===== src/rtl/swim_pkg.sv =====
// Shared constants, state encoding and step-descriptor types for the SWIM
// command scheduler.
package swim_pkg;

  localparam int DATA_W = 8;

  localparam logic [DATA_W-1:0] OP_ENTRY = 8'h01;
  localparam logic [DATA_W-1:0] OP_SRST  = 8'h02;
  localparam logic [DATA_W-1:0] OP_ROTF  = 8'h03;
  localparam logic [DATA_W-1:0] OP_WOTF  = 8'h04;

  localparam logic [2:0] SWIM_SRST = 3'b000;
  localparam logic [2:0] SWIM_ROTF = 3'b001;
  localparam logic [2:0] SWIM_WOTF = 3'b010;

  localparam logic [DATA_W-1:0] RSP_OK_BASE   = 8'h80;
  localparam logic [DATA_W-1:0] RSP_NACK_BASE = 8'hE0;
  localparam logic [DATA_W-1:0] RSP_BADOP     = 8'hEE;
  localparam logic [DATA_W-1:0] RSP_TMO_BASE  = 8'hF0;

  // Byte count N of the ROTF/WOTF transfers; this scheduler always moves one byte
  localparam logic [DATA_W-1:0] SWIM_N_ONE = 8'h01;

  typedef enum logic [2:0] {
    ST_IDLE,
    ST_ARGS,
    ST_ENTRY_GO,
    ST_ENTRY_WAIT,
    ST_FRAME,
    ST_FRAME_WAIT,
    ST_RESP,
    ST_RESP2
  } state_e;

  typedef enum logic [2:0] {
    SRC_CMD,
    SRC_N,
    SRC_ARG0,
    SRC_ARG1,
    SRC_ARG2,
    SRC_ARG3,
    SRC_NONE
  } src_e;

  typedef struct packed {
    logic       is_cmd;
    logic       rx;
    src_e       src;
    logic [2:0] cmd;
    logic       last;
  } step_t;

endpackage


===== src/rtl/swim_step_rom.sv =====
// Maps (opcode, step) to the frame descriptor for that step of an SRST,
// ROTF or WOTF transaction.
module swim_step_rom
  import swim_pkg::*;
(
  input  logic [DATA_W-1:0] opcode,
  input  logic [2:0]        step,
  output step_t             st
);

  always_comb begin
    st = '{is_cmd: 1'b0, rx: 1'b0, src: SRC_NONE, cmd: 3'b000, last: 1'b1};
    case (opcode)
      OP_SRST: begin
        st.is_cmd = 1'b1;
        st.src    = SRC_CMD;
        st.cmd    = SWIM_SRST;
      end
      OP_ROTF, OP_WOTF: begin
        st.last = 1'b0;
        case (step)
          3'd0: begin
            st.is_cmd = 1'b1;
            st.src    = SRC_CMD;
            st.cmd    = (opcode == OP_ROTF) ? SWIM_ROTF : SWIM_WOTF;
          end
          3'd1: st.src = SRC_N;
          3'd2: st.src = SRC_ARG0;
          3'd3: st.src = SRC_ARG1;
          3'd4: st.src = SRC_ARG2;
          3'd5: begin
            st.last = 1'b1;
            // ROTF ends with a target-to-host byte instead of a payload byte
            if (opcode == OP_ROTF) begin
              st.rx  = 1'b1;
              st.src = SRC_NONE;
            end else begin
              st.src = SRC_ARG3;
            end
          end
          default: st.last = 1'b1;
        endcase
      end
      default: ;
    endcase
  end

endmodule


===== src/rtl/swim_cmd_sched.sv =====
// Host command scheduler driving the SWIM entry generator and frame engine.
// Optional watchdog on the WAIT states: define SWIM_TIMEOUT_EN.
module swim_cmd_sched
  import swim_pkg::*;
#(
  parameter int MAX_RETRY   = 4,
  parameter int TIMEOUT_CYC = 480000
) (
  input  logic              clk,
  input  logic              reset,
  input  logic [DATA_W-1:0] cmd_data,
  input  logic              cmd_valid,
  output logic              cmd_ready,
  output logic [DATA_W-1:0] rsp_data,
  output logic              rsp_valid,
  input  logic              rsp_ready,
  output logic              entry_start,
  input  logic              entry_done,
  output logic              frm_start,
  output logic              frm_is_cmd,
  output logic              frm_rx,
  output logic [DATA_W-1:0] frm_data,
  input  logic              frm_done,
  input  logic              frm_ack,
  input  logic [DATA_W-1:0] frm_rdata,
  output logic              busy
);

  localparam logic [3:0] RETRY_LIM = 4'(MAX_RETRY);

  state_e            state;
  logic [DATA_W-1:0] opcode;
  logic [DATA_W-1:0] arg [4];
  logic [1:0]        arg_cnt;
  logic [2:0]        step;
  logic [3:0]        retry;
  logic [DATA_W-1:0] rsp2_data;
  logic              rsp2_pend;
  step_t             st;
  logic [DATA_W-1:0] frm_payload;
  logic              last_arg;
  logic              tmo;

  swim_step_rom u_step_rom (
    .opcode (opcode),
    .step   (step),
    .st     (st)
  );

  always_comb begin
    case (st.src)
      SRC_CMD:  frm_payload = {5'b00000, st.cmd};
      SRC_N:    frm_payload = SWIM_N_ONE;
      SRC_ARG0: frm_payload = arg[0];
      SRC_ARG1: frm_payload = arg[1];
      SRC_ARG2: frm_payload = arg[2];
      SRC_ARG3: frm_payload = arg[3];
      default:  frm_payload = '0;
    endcase
  end

  assign cmd_ready = (state == ST_IDLE) || (state == ST_ARGS);
  assign busy      = (state != ST_IDLE);
  assign last_arg  = (arg_cnt == ((opcode == OP_WOTF) ? 2'd3 : 2'd2));

`ifdef SWIM_TIMEOUT_EN
  localparam logic [18:0] TMO_LAST = 19'(TIMEOUT_CYC - 1);
  logic [18:0] wdog;

  // Counter sits at zero outside the WAIT states, so every entry starts fresh
  always_ff @(posedge clk) begin
    if (reset) begin
      wdog <= '0;
    end else if (state == ST_ENTRY_WAIT || state == ST_FRAME_WAIT) begin
      wdog <= wdog + 19'd1;
    end else begin
      wdog <= '0;
    end
  end

  assign tmo = (state == ST_ENTRY_WAIT || state == ST_FRAME_WAIT) && (wdog == TMO_LAST);
`else
  assign tmo = 1'b0;
`endif

  always_ff @(posedge clk) begin
    if (reset) begin
      state       <= ST_IDLE;
      opcode      <= '0;
      arg         <= '{default: '0};
      arg_cnt     <= '0;
      step        <= '0;
      retry       <= '0;
      rsp2_data   <= '0;
      rsp2_pend   <= 1'b0;
      rsp_data    <= '0;
      rsp_valid   <= 1'b0;
      entry_start <= 1'b0;
      frm_start   <= 1'b0;
      frm_is_cmd  <= 1'b0;
      frm_rx      <= 1'b0;
      frm_data    <= '0;
    end else begin
      entry_start <= 1'b0;
      frm_start   <= 1'b0;
      case (state)
        ST_IDLE: begin
          if (cmd_valid) begin
            opcode    <= cmd_data;
            arg_cnt   <= '0;
            step      <= '0;
            retry     <= '0;
            rsp2_pend <= 1'b0;
            case (cmd_data)
              OP_ENTRY:         state <= ST_ENTRY_GO;
              OP_SRST:          state <= ST_FRAME;
              OP_ROTF, OP_WOTF: state <= ST_ARGS;
              default: begin
                rsp_data  <= RSP_BADOP;
                rsp_valid <= 1'b1;
                state     <= ST_RESP;
              end
            endcase
          end
        end
        ST_ARGS: begin
          if (cmd_valid) begin
            arg[arg_cnt] <= cmd_data;
            arg_cnt      <= arg_cnt + 2'd1;
            if (last_arg) state <= ST_FRAME;
          end
        end
        ST_ENTRY_GO: begin
          entry_start <= 1'b1;
          state       <= ST_ENTRY_WAIT;
        end
        ST_ENTRY_WAIT: begin
          if (tmo) begin
            rsp_data  <= RSP_TMO_BASE | opcode;
            rsp_valid <= 1'b1;
            state     <= ST_RESP;
          end else if (entry_done) begin
            rsp_data  <= RSP_OK_BASE | opcode;
            rsp_valid <= 1'b1;
            state     <= ST_RESP;
          end
        end
        ST_FRAME: begin
          frm_start  <= 1'b1;
          frm_is_cmd <= st.is_cmd;
          frm_rx     <= st.rx;
          frm_data   <= frm_payload;
          state      <= ST_FRAME_WAIT;
        end
        ST_FRAME_WAIT: begin
          if (tmo) begin
            rsp_data  <= RSP_TMO_BASE | opcode;
            rsp_valid <= 1'b1;
            state     <= ST_RESP;
          end else if (frm_done) begin
            if (frm_ack) begin
              retry <= '0;
              if (st.last) begin
                rsp_data  <= RSP_OK_BASE | opcode;
                rsp_valid <= 1'b1;
                rsp2_data <= frm_rdata;
                rsp2_pend <= st.rx;
                state     <= ST_RESP;
              end else begin
                step  <= step + 3'd1;
                state <= ST_FRAME;
              end
            end else if (retry < RETRY_LIM) begin
              retry <= retry + 4'd1;
              state <= ST_FRAME;
            end else begin
              rsp_data  <= RSP_NACK_BASE | opcode;
              rsp_valid <= 1'b1;
              state     <= ST_RESP;
            end
          end
        end
        ST_RESP: begin
          if (rsp_ready) begin
            if (rsp2_pend) begin
              rsp_data  <= rsp2_data;
              rsp2_pend <= 1'b0;
              state     <= ST_RESP2;
            end else begin
              rsp_valid <= 1'b0;
              state     <= ST_IDLE;
            end
          end
        end
        ST_RESP2: begin
          if (rsp_ready) begin
            rsp_valid <= 1'b0;
            state     <= ST_IDLE;
          end
        end
        default: state <= ST_IDLE;
      endcase
    end
  end

endmodule


===== config.mk =====
export PLATFORM = sky130hd
export DESIGN_NAME = swim_cmd_sched
export DESIGN_NICKNAME = d
export VERILOG_FILES = /design/src/rtl/swim_pkg.sv /design/src/rtl/swim_step_rom.sv /design/src/rtl/swim_cmd_sched.sv
export SDC_FILE = /design/constraint.sdc
export NUM_CORES = 1
export LEC_CHECK = 0
export BUFFER_PORTS_ARGS = -buffer_cell sky130_fd_sc_hd__buf_2
export CAP_MARGIN = 20
export CORE_MARGIN = 3
export CORE_UTILIZATION = 30
export DETAILED_ROUTE_END_ITERATION = 16
export HOLD_SLACK_MARGIN = 0.03
export PLACE_DENSITY_LB_ADDON = 0.3
export SLEW_MARGIN = 20
export SYNTH_ARGS = -nofsm -noshare
export SYNTH_HDL_FRONTEND = slang
export SYNTH_SLANG_ARGS = --single-unit

===== constraint.sdc =====
create_clock -name clk -period 3.58 [get_ports clk]
set_input_delay 0.358 -clock clk [delete_from_list [all_inputs] [get_ports clk]]
set_output_delay 0.358 -clock clk [all_outputs]
set_load 0.03 [all_outputs]

==> flow_summary.yaml, run 1 <==
run_status:
  outcome: "complete, no violations"
routing:
  wirelength_mm: 11.5
  dr.pass1.iters: 5
  drt_iter0_drc: 278
  routed_via_density: 5.29
  drc: 0
  avgRoutedWirePerCell_microns: 15.8
  vias: 3833
  antenna_left: 0
synthesis:
  syn_inst: 516
  synth_edf_count: 0
  synth.most_common_cell: "nand2_1"
  synth.largest_area_cell: "dfxtp_1"
  syn_area_sq_um: 4150
  synthArstFlopShare: 0
  synth.distinct_cells: 64
  synth_top_area_frac: 0.396
  synthTopCellsByCount: "92 x nand2_1, 82 x dfxtp_1, 66 x a21oi_1"
  synthTopCellsByArea: "dfxtp_1 40%, nand2_1 8.3%, a21oi_1 8.0%"
  ys_seq_area_frac: 0.396
  yosys_warnings: 0
  synth.avg_cell_area_sq_um: 8.04
  syn-num-nets: 549
  ys.flop_type: "dfxtp_1"
  ys_seq_elements: 82
clock_tree:
  numCtsBuffers: 9
  cts-root-buf: "clkbuf_16"
  worst_skew_pair.late_latency_ns: 0.34
  clock_path_buffers: 2
  cts.clk_slew.worst_paths_ns: 0.07
  holdBufCountCts: 0
  cts_tree: "built"
  clock-sinks: 82
  cts-htree-levels: 3
  cts.repair.resized: 0
  postCtsSetupRepairBufs: 0
critical_path:
  critPathArrivalTime_ns: 2.87
  cp_num_buf_inv: 1
  crit_type: "reg -> reg"
  cp_max_fo: 16
  crit_chain: "inv_1 > ha_1 > nor3_1 > o21bai_1 > and2_4 > a311oi_4 > o221ai_1 > a21oi_1"
  cp.required_ns: 3.84
  startpoint_type: "flop"
  rrSetupSlack_ns: 0.97
  cp_top_family: "compound AO/OA/AOI/OAI gates"
  r2r_cells: 8
  cp-end-kind: "flop"
  slowest_delay_ns: 0.64
  r2r-end: "rsp_data[3]"
  r2r-start: "step[1]"
  slowest_stage: "a311oi_4"
timing:
  final.setup.tns_ns: 0
  finalSetupViolCount: 0
  fin_crit_ns: 2.61
  max_slew_margin: 0.495
  rsz0062_at_grt: "false"
  maxSlewViolCount: 0
  hold_viol_final: 0
  skew_ns: 0.00793
  worst_pin_slew_ns: 0.758
  fmax_mhz: 384
  finalCritPeriodShare: 0.728
global_route:
  grt_pass1_vias: 3587
  overflow: 0
  grt_start_max_net_pins: 38
  grt_pass1_wl_mm: 18.8
  track_usage: 0.157
  antenna_found_initial: 1
power:
  p_leak_nw: 1.65
  power.density_nw_per_um2: 653
  vdd_drop_max_v: 0.000261
  power_mw: 3.13
floorplan:
  die_h_microns: 124
  die_area_sq_um: 15300
  core_area_sq_um: 13400
  start_util: 0.309
  rows: 42
  die_w_microns: 124
  ios: 46
layout:
  nets: 577
  antennaDiodeCount: 0
  drive_gt1_frac: 0.158
  syn_to_final_growth_pct: 15.5
job:
  drv_cap: 0
min_path:
  worstHoldStart: "frm_rdata[5]"
  hold_path_depth: 3
  holdPathEnd: "rsp2_data[5]"
  hold_class: "in -> reg"
placement:
  dp_hpwl_mm: 8.32
  port_buffers: 45
  gp_congestion: 0.847
[sequential cells by signal (all words and copies together), names as in the netlist, 2 cells and up]
signal / count
arg: 32
frm_data: 8
opcode: 8
rsp2_data: 8
rsp_data: 8
retry: 4
state: 3
step: 3
arg_cnt: 2
[report_power, final]
part	leakage [nW]	internal (mW)	total (mW)	switching, mW
logic	0.844	0.375	1.06	0.682
clock network	0.143	0.543	0.933	0.390
registers	0.665	1.01	1.14	0.128
total	1.65	1.93	3.13	1.20
[per-layer routing]
layer / up-vias / share of wire / GRT usage
met5: - / 0.00061 / 0
met2: 110 / 0.45 / 0.235
met4: 2 / 0.014 / 0.0519
li1: 1898 / - / -
met1: 1809 / 0.48 / 0.221
met3: 14 / 0.058 / 0.0361
[worst max-delay path by stage]
stage               cells after the start      endpoint    start
CTS                                     8   rsp_data[3]  step[1]
global placement                        8   rsp_data[2]  step[1]
finish                                  8   rsp_data[3]  step[1]
detailed placement                      8   rsp_data[1]  step[1]
floorplan                               8  rsp2_data[0]  step[1]
global route                            8   rsp_data[3]  step[1]
[cell families after synthesis]
group	count (synthesis)	share of synthesized area
simple gates	231	0.271
compound gates	137	0.228
flops	82	0.396
buf+inv	44	0.0459
mux	10	0.0247
fa+ha+maj	10	0.0302
xor+xnor	2	0.00423
[cell type report]
cell class	instances	area, sq um
clock buffers	10	229
well taps	176	220
clock inverters	6	65.1
inverters	7	26.3
multi-input cells	390	2310
repair buffers	54	293
flip-flops and latches	82	1640
fillers	1460	8610
[worst min-delay path, cell delays in order]
cell and delay [ns]:
buf_2 0.07, mux2i_1 0.05, nor2_1 0.07
[layout by cell type (no fill, tap or decap), drive strengths merged, types with 5 or more instances in the layout]
cell type / instances
inv: 9
nand3: 41
a21oi: 68
a31oi: 5
o221ai: 5
o21ai: 12
a22oi: 6
clkbuf: 10
ha: 10
nor2: 34
buf: 54
nand3b: 5
nand2: 92
o31ai: 7
nand2b: 16
nor3: 12
mux2i: 8
dfxtp: 82
[per-stage QoR]
stage / std cells / util / setup WS [ns] / area, sq um / hold WS [ns]
CTS: 725 / 0.357 / 0.959 / 4790 / 0.242
finish: 725 / 0.357 / 0.973 / 4790 / 0.251
floorplan: 516 / - / 1.40 / 4150 / 0.432
global placement: 709 / 0.335 / 1.14 / 4500 / 0.438
detailed placement: 709 / 0.335 / 0.997 / 4500 / 0.447
global route: 725 / 0.357 / 0.668 / 4790 / 0.251
Note: power is estimated with default switching activity, not from simulation.
==> run 2: changes to the inputs <==
clock period = 2.7 ns   (was 3.58 ns; I/O delays follow)
==> run 2 against run 1 <==
  * Sequential share of layout area hardly changed
  * Maximum frequency is 9.6% higher
  * Cell area hardly changed
  * Via count is 1.9% lower
  * Clock power is 21% higher
  * Utilization hardly changed
  * Combinational power is 37% higher
  * First-iteration DRC count is 7.6% lower
  * Sequential cell count stayed put
  * Sequential power is 32% higher
  * Worst setup slack worse by 0.65 ns
  * Count of clock-buffer cells in the layout is 1 higher
  * Critical path type unchanged
  * Highest routed layer is now met4
==> flow_summary.yaml, run 2 (synthesis results as in run 1) <==
clock_tree:
  cts_tree: "built"
  holdBufCountCts: 0
  clock_path_buffers: 2
  clock-sinks: 82
  numCtsBuffers: 9
  cts-htree-levels: 3
  cts.repair.resized: 0
  worst_skew_pair.late_latency_ns: 0.33
  cts.clk_slew.worst_paths_ns: 0.06
  cts-root-buf: "clkbuf_16"
  postCtsSetupRepairBufs: 0
power:
  swShare: 0.378
  vdd_drop_max_v: 0.000348
  p_leak_nw: 1.66
  clkPwrFrac: 0.276
  power_mw: 4.09
  switching_power_mw: 1.54
  combPwrFrac: 0.356
  seqPwrFrac: 0.368
  internal_power_mw: 2.54
  power.density_nw_per_um2: 853
critical_path:
  slowest_stage: "dfxtp_1"
  r2r-start: "step[1]"
  cp.required_ns: 2.96
  critPathArrivalTime_ns: 2.63
  rrSetupSlack_ns: 0.32
  crit_type: "reg -> reg"
  cp_max_fo: 16
  r2r_cells: 9
  startpoint_type: "flop"
  slowest_delay_ns: 0.50
  crit_chain: "inv_1 > ha_1 > nor3_1 > o21bai_1 > and2_4 > a311oi_4 > buf_4 > o221ai_1 > a21oi_1"
  cp-end-kind: "flop"
  r2r-end: "rsp_data[1]"
timing:
  fin_crit_ns: 2.38
  rsz0062_at_grt: "false"
  whs_ns: 0.176
  finalSetupViolCount: 0
  hold_viol_final: 0
  worst_pin_slew_ns: 0.748
  maxSlewViolCount: 0
  max_slew_margin: 0.501
  finalCritPeriodShare: 0.881
  setup_slack_ns: 0.322
  fmax_mhz: 421
  final.setup.tns_ns: 0
  skew_ns: 0.00540
floorplan:
  start_util: 0.309
  core_area_sq_um: 13400
  die_w_microns: 124
  rows: 42
  ios: 46
  die_h_microns: 124
  die_area_sq_um: 15300
layout:
  finalNonFillerCells: 726
  layout_common_cells: "92 x nand2_1, 82 x dfxtp_1, 66 x a21oi_1"
  final_area_sq_um: 4790
  nets: 581
  drive_gt1_frac: 0.162
  largest_register_ffs: 32
  antennaDiodeCount: 0
  n_fill_cell: 1422
  syn_to_final_growth_pct: 15.6
  top_register: "arg"
  utilization: 0.358
  final_common_cell: "nand2_1"
run_status:
  outcome: "complete, no violations"
global_route:
  grt_use_met3: 0.0316
  met2_usage: 0.234
  globalRoute.busiestLayer: "met2"
  antenna_found_initial: 0
  grt_start_max_net_pins: 40
  track_usage: 0.152
  grt_pass1_wl_mm: 18.3
  grt_use_met1: 0.210
  overflow: 0
  grt_pass1_vias: 3634
routing:
  wirelength_mm: 11.2
  avgRoutedWirePerCell_microns: 15.4
  routed_via_density: 5.18
  drt_iter0_drc: 257
  dr.pass1.iters: 5
  drc: 0
  antenna_left: 0
  vias: 3761
placement:
  dp_hpwl_mm: 8.29
  gp_congestion: 0.812
  dp_slack_ns: 0.358
  port_buffers: 45
  dpl_cell_area_sq_um: 4530
  place_inst: 713
job:
  drv_cap: 0
min_path:
  hold_path_depth: 3
  worstHoldStart: "frm_rdata[2]"
  hold_class: "in -> reg"
  holdPathEnd: "rsp2_data[2]"
run 2: cell count changes in the layout (fill, tap and decap cells not counted), sizes merged:
| cell | delta |
|---|---|
| clkinv | -1 |
| inv | -1 |
| clkbuf | +1 |
| buf | +4 |
| clkinvlp | -1 |
| bufinv | -1 |
run 2: worst max-delay path by stage:
stage	depth (start not counted)	start	to	slack, ns
3_5_place_dp	7	step[1]	frm_data[0]	0.36
3_3_place_gp	8	step[1]	frm_data[1]	0.42
6_report	9	step[1]	rsp_data[1]	0.32
5_1_grt	8	step[1]	frm_data[0]	0.13
2_1_floorplan	8	step[1]	rsp2_data[0]	0.52
4_1_cts	9	step[1]	rsp_data[1]	0.32
run 2: critical path: cells and delay by family, from the launching register on:
kind | cells | cell delay (ns)
flops | 1 | 0.50
buf+inv | 2 | 0.39
fa+ha+maj | 1 | 0.27
simple gates | 2 | 0.43
compound gates | 4 | 0.72
run 2: power by group through the flow:
| stage | registers, mW | logic, mW | clock network, mW |
|---|---|---|---|
| floorplan | 1.56 | 1.04 | 0 |
| global placement | 1.52 | 1.42 | 0 |
| detailed placement | 1.53 | 1.45 | 0 |
| CTS | 1.50 | 1.46 | 1.15 |
| global route | 1.53 | 1.60 | 1.20 |
| finish | 1.50 | 1.45 | 1.13 |
run 2: final cells by class:
type / instances / area, sq um / share of cell area
inverter: 7 / 26.3 / 0.00548
multi-input combinational: 390 / 2310 / 0.483
timing repair buffer: 58 / 323 / 0.0674
clock buffer: 11 / 253 / 0.0527
tap: 176 / 220 / 0.0460
clock inverter: 2 / 13.8 / 0.00287
sequential: 82 / 1640 / 0.343
run 2: metal layers:
metal	wire (microns)	up-vias
met3	521	6
met2	5130	72
li1	-	1907
met1	5440	1776
met5	0	-
met4	89	0
==> run 3: changes to the inputs <==
clock period = 3.07 ns   (was 2.7 ns; I/O delays follow)
==> run 3 against run 2 <==
  * Die area stayed put
  * First-iteration DRC count decreased by 12%
  * Sequential share of layout area shrank 0.071 points
  * Power shrank 9.9%
  * Worst hold slack improved by 0.034 ns
==> flow_summary.yaml, run 3 (synthesis results as in run 1) <==
placement:
  port_buffers: 45
  dp_hpwl_mm: 8.18
  gp_congestion: 0.874
  dp_slack_ns: 0.420
  place_inst: 708
  dpl_cell_area_sq_um: 4490
global_route:
  grt_pass1_vias: 3555
  antenna_found_initial: 1
  grt_pass1_wl_mm: 18.5
  track_usage: 0.153
  overflow: 0
  grt_start_max_net_pins: 41
timing:
  finalCritPeriodShare: 0.874
  max_slew_margin: 0.423
  hold_viol_final: 0
  finalSetupViolCount: 0
  fmax_mhz: 373
  fin_crit_ns: 2.68
  maxSlewViolCount: 0
  skew_ns: 0.00734
  setup_slack_ns: 0.387
  rsz0062_at_grt: "false"
  final.setup.tns_ns: 0
  worst_pin_slew_ns: 0.861
power:
  p_leak_nw: 1.65
  power.density_nw_per_um2: 766
  vdd_drop_max_v: 0.000480
  power_mw: 3.68
layout:
  finalNonFillerCells: 725
  largest_register_ffs: 32
  nets: 576
  syn_to_final_growth_pct: 15.8
  layout_common_cells: "92 x nand2_1, 82 x dfxtp_1, 66 x a21oi_1"
  drive_gt1_frac: 0.159
  top_register: "arg"
  final_area_sq_um: 4800
  final_common_cell: "nand2_1"
floorplan:
  core_area_sq_um: 13400
  die_w_microns: 124
  rows: 42
  die_h_microns: 124
  ios: 46
  start_util: 0.309
  die_area_sq_um: 15300
clock_tree:
  cts-root-buf: "clkbuf_16"
  cts.clk_slew.worst_paths_ns: 0.07
  clock_path_buffers: 2
  cts_tree: "built"
  numCtsBuffers: 9
  postCtsSetupRepairBufs: 0
  cts.repair.resized: 0
  clock-sinks: 82
  worst_skew_pair.late_latency_ns: 0.34
  holdBufCountCts: 0
  cts-htree-levels: 3
routing:
  drc: 0
  dr.pass1.iters: 5
  antenna_left: 0
  vias: 3822
  wirelength_mm: 11.4
  avgRoutedWirePerCell_microns: 15.8
  drt_iter0_drc: 227
  routed_via_density: 5.27
critical_path:
  cp_num_buf_inv: 1
  cp-end-kind: "flop"
  critical_path_depth: 8
  slowest_delay_ns: 0.66
  slowest_stage: "a311oi_4"
  crit_type: "reg -> reg"
  startpoint_type: "flop"
  critPathArrivalTime_ns: 2.94
  cp_top_family: "compound AO/OA/AOI/OAI gates"
  cp.required_ns: 3.33
  r2r_cells: 8
  crit_chain: "inv_1 > ha_1 > nor3_1 > o21bai_1 > and2_4 > a311oi_4 > o221ai_1 > a21oi_1"
  cp_max_fo: 16
min_path:
  hold_path_depth: 3
  hold_class: "in -> reg"
job:
  drv_cap: 0
run_status:
  outcome: "complete, no violations"
## run 3: layout make-up
| class | count | area, sq um |
|---|---|---|
| Antenna cell | 1 | 2.50 |
| Clock buffer | 10 | 239 |
| Sequential cell | 82 | 1640 |
| Fill cell | 1404 | 8600 |
| Multi-Input combinational cell | 390 | 2310 |
| Tap cell | 176 | 220 |
| Timing Repair Buffer | 53 | 285 |
| Inverter | 7 | 26.3 |
| Clock inverter | 6 | 72.6 |
## run 3: stage by stage
stage               utilization  hold WS, ns
floorplan                     -        0.432
global placement          0.335        0.438
detailed placement        0.335        0.444
CTS                       0.358        0.200
global route              0.358        0.198
finish                    0.358        0.210
## run 3: routing by layer
metal	track usage	wire length, microns	vias up	share of wire
li1	-	-	1912	-
met1	0.213	5520	1798	0.48
met2	0.243	5280	100	0.46
met3	0.0293	526	10	0.046
met4	0.0388	106	2	0.0093
met5	0	7	-	0.00061
## run 3: worst register-to-register path, stage by stage (launching register included)
cell      delay (ns)
dfxtp_1         0.53
inv_1           0.14
ha_1            0.27
nor3_1          0.23
o21bai_1        0.13
and2_4          0.19
a311oi_4        0.66
o221ai_1        0.26
a21oi_1         0.20
## run 3: power breakdown
group / leakage [nW] / internal, mW / total, mW / switching (mW)
logic: 0.838 / 0.439 / 1.22 / 0.785
clock network: 0.150 / 0.661 / 1.13 / 0.466
registers: 0.665 / 1.18 / 1.33 / 0.153
total: 1.65 / 2.28 / 3.68 / 1.40
## run 3: final timing paths
kind / from / end / slack, ns
max: step[1] / rsp_data[1] / 0.39
max reg2reg: step[1] / rsp_data[1] / 0.39
min reg2reg: frm_data[6] / frm_data[6] / 0.45
min: frm_rdata[5] / rsp2_data[5] / 0.21
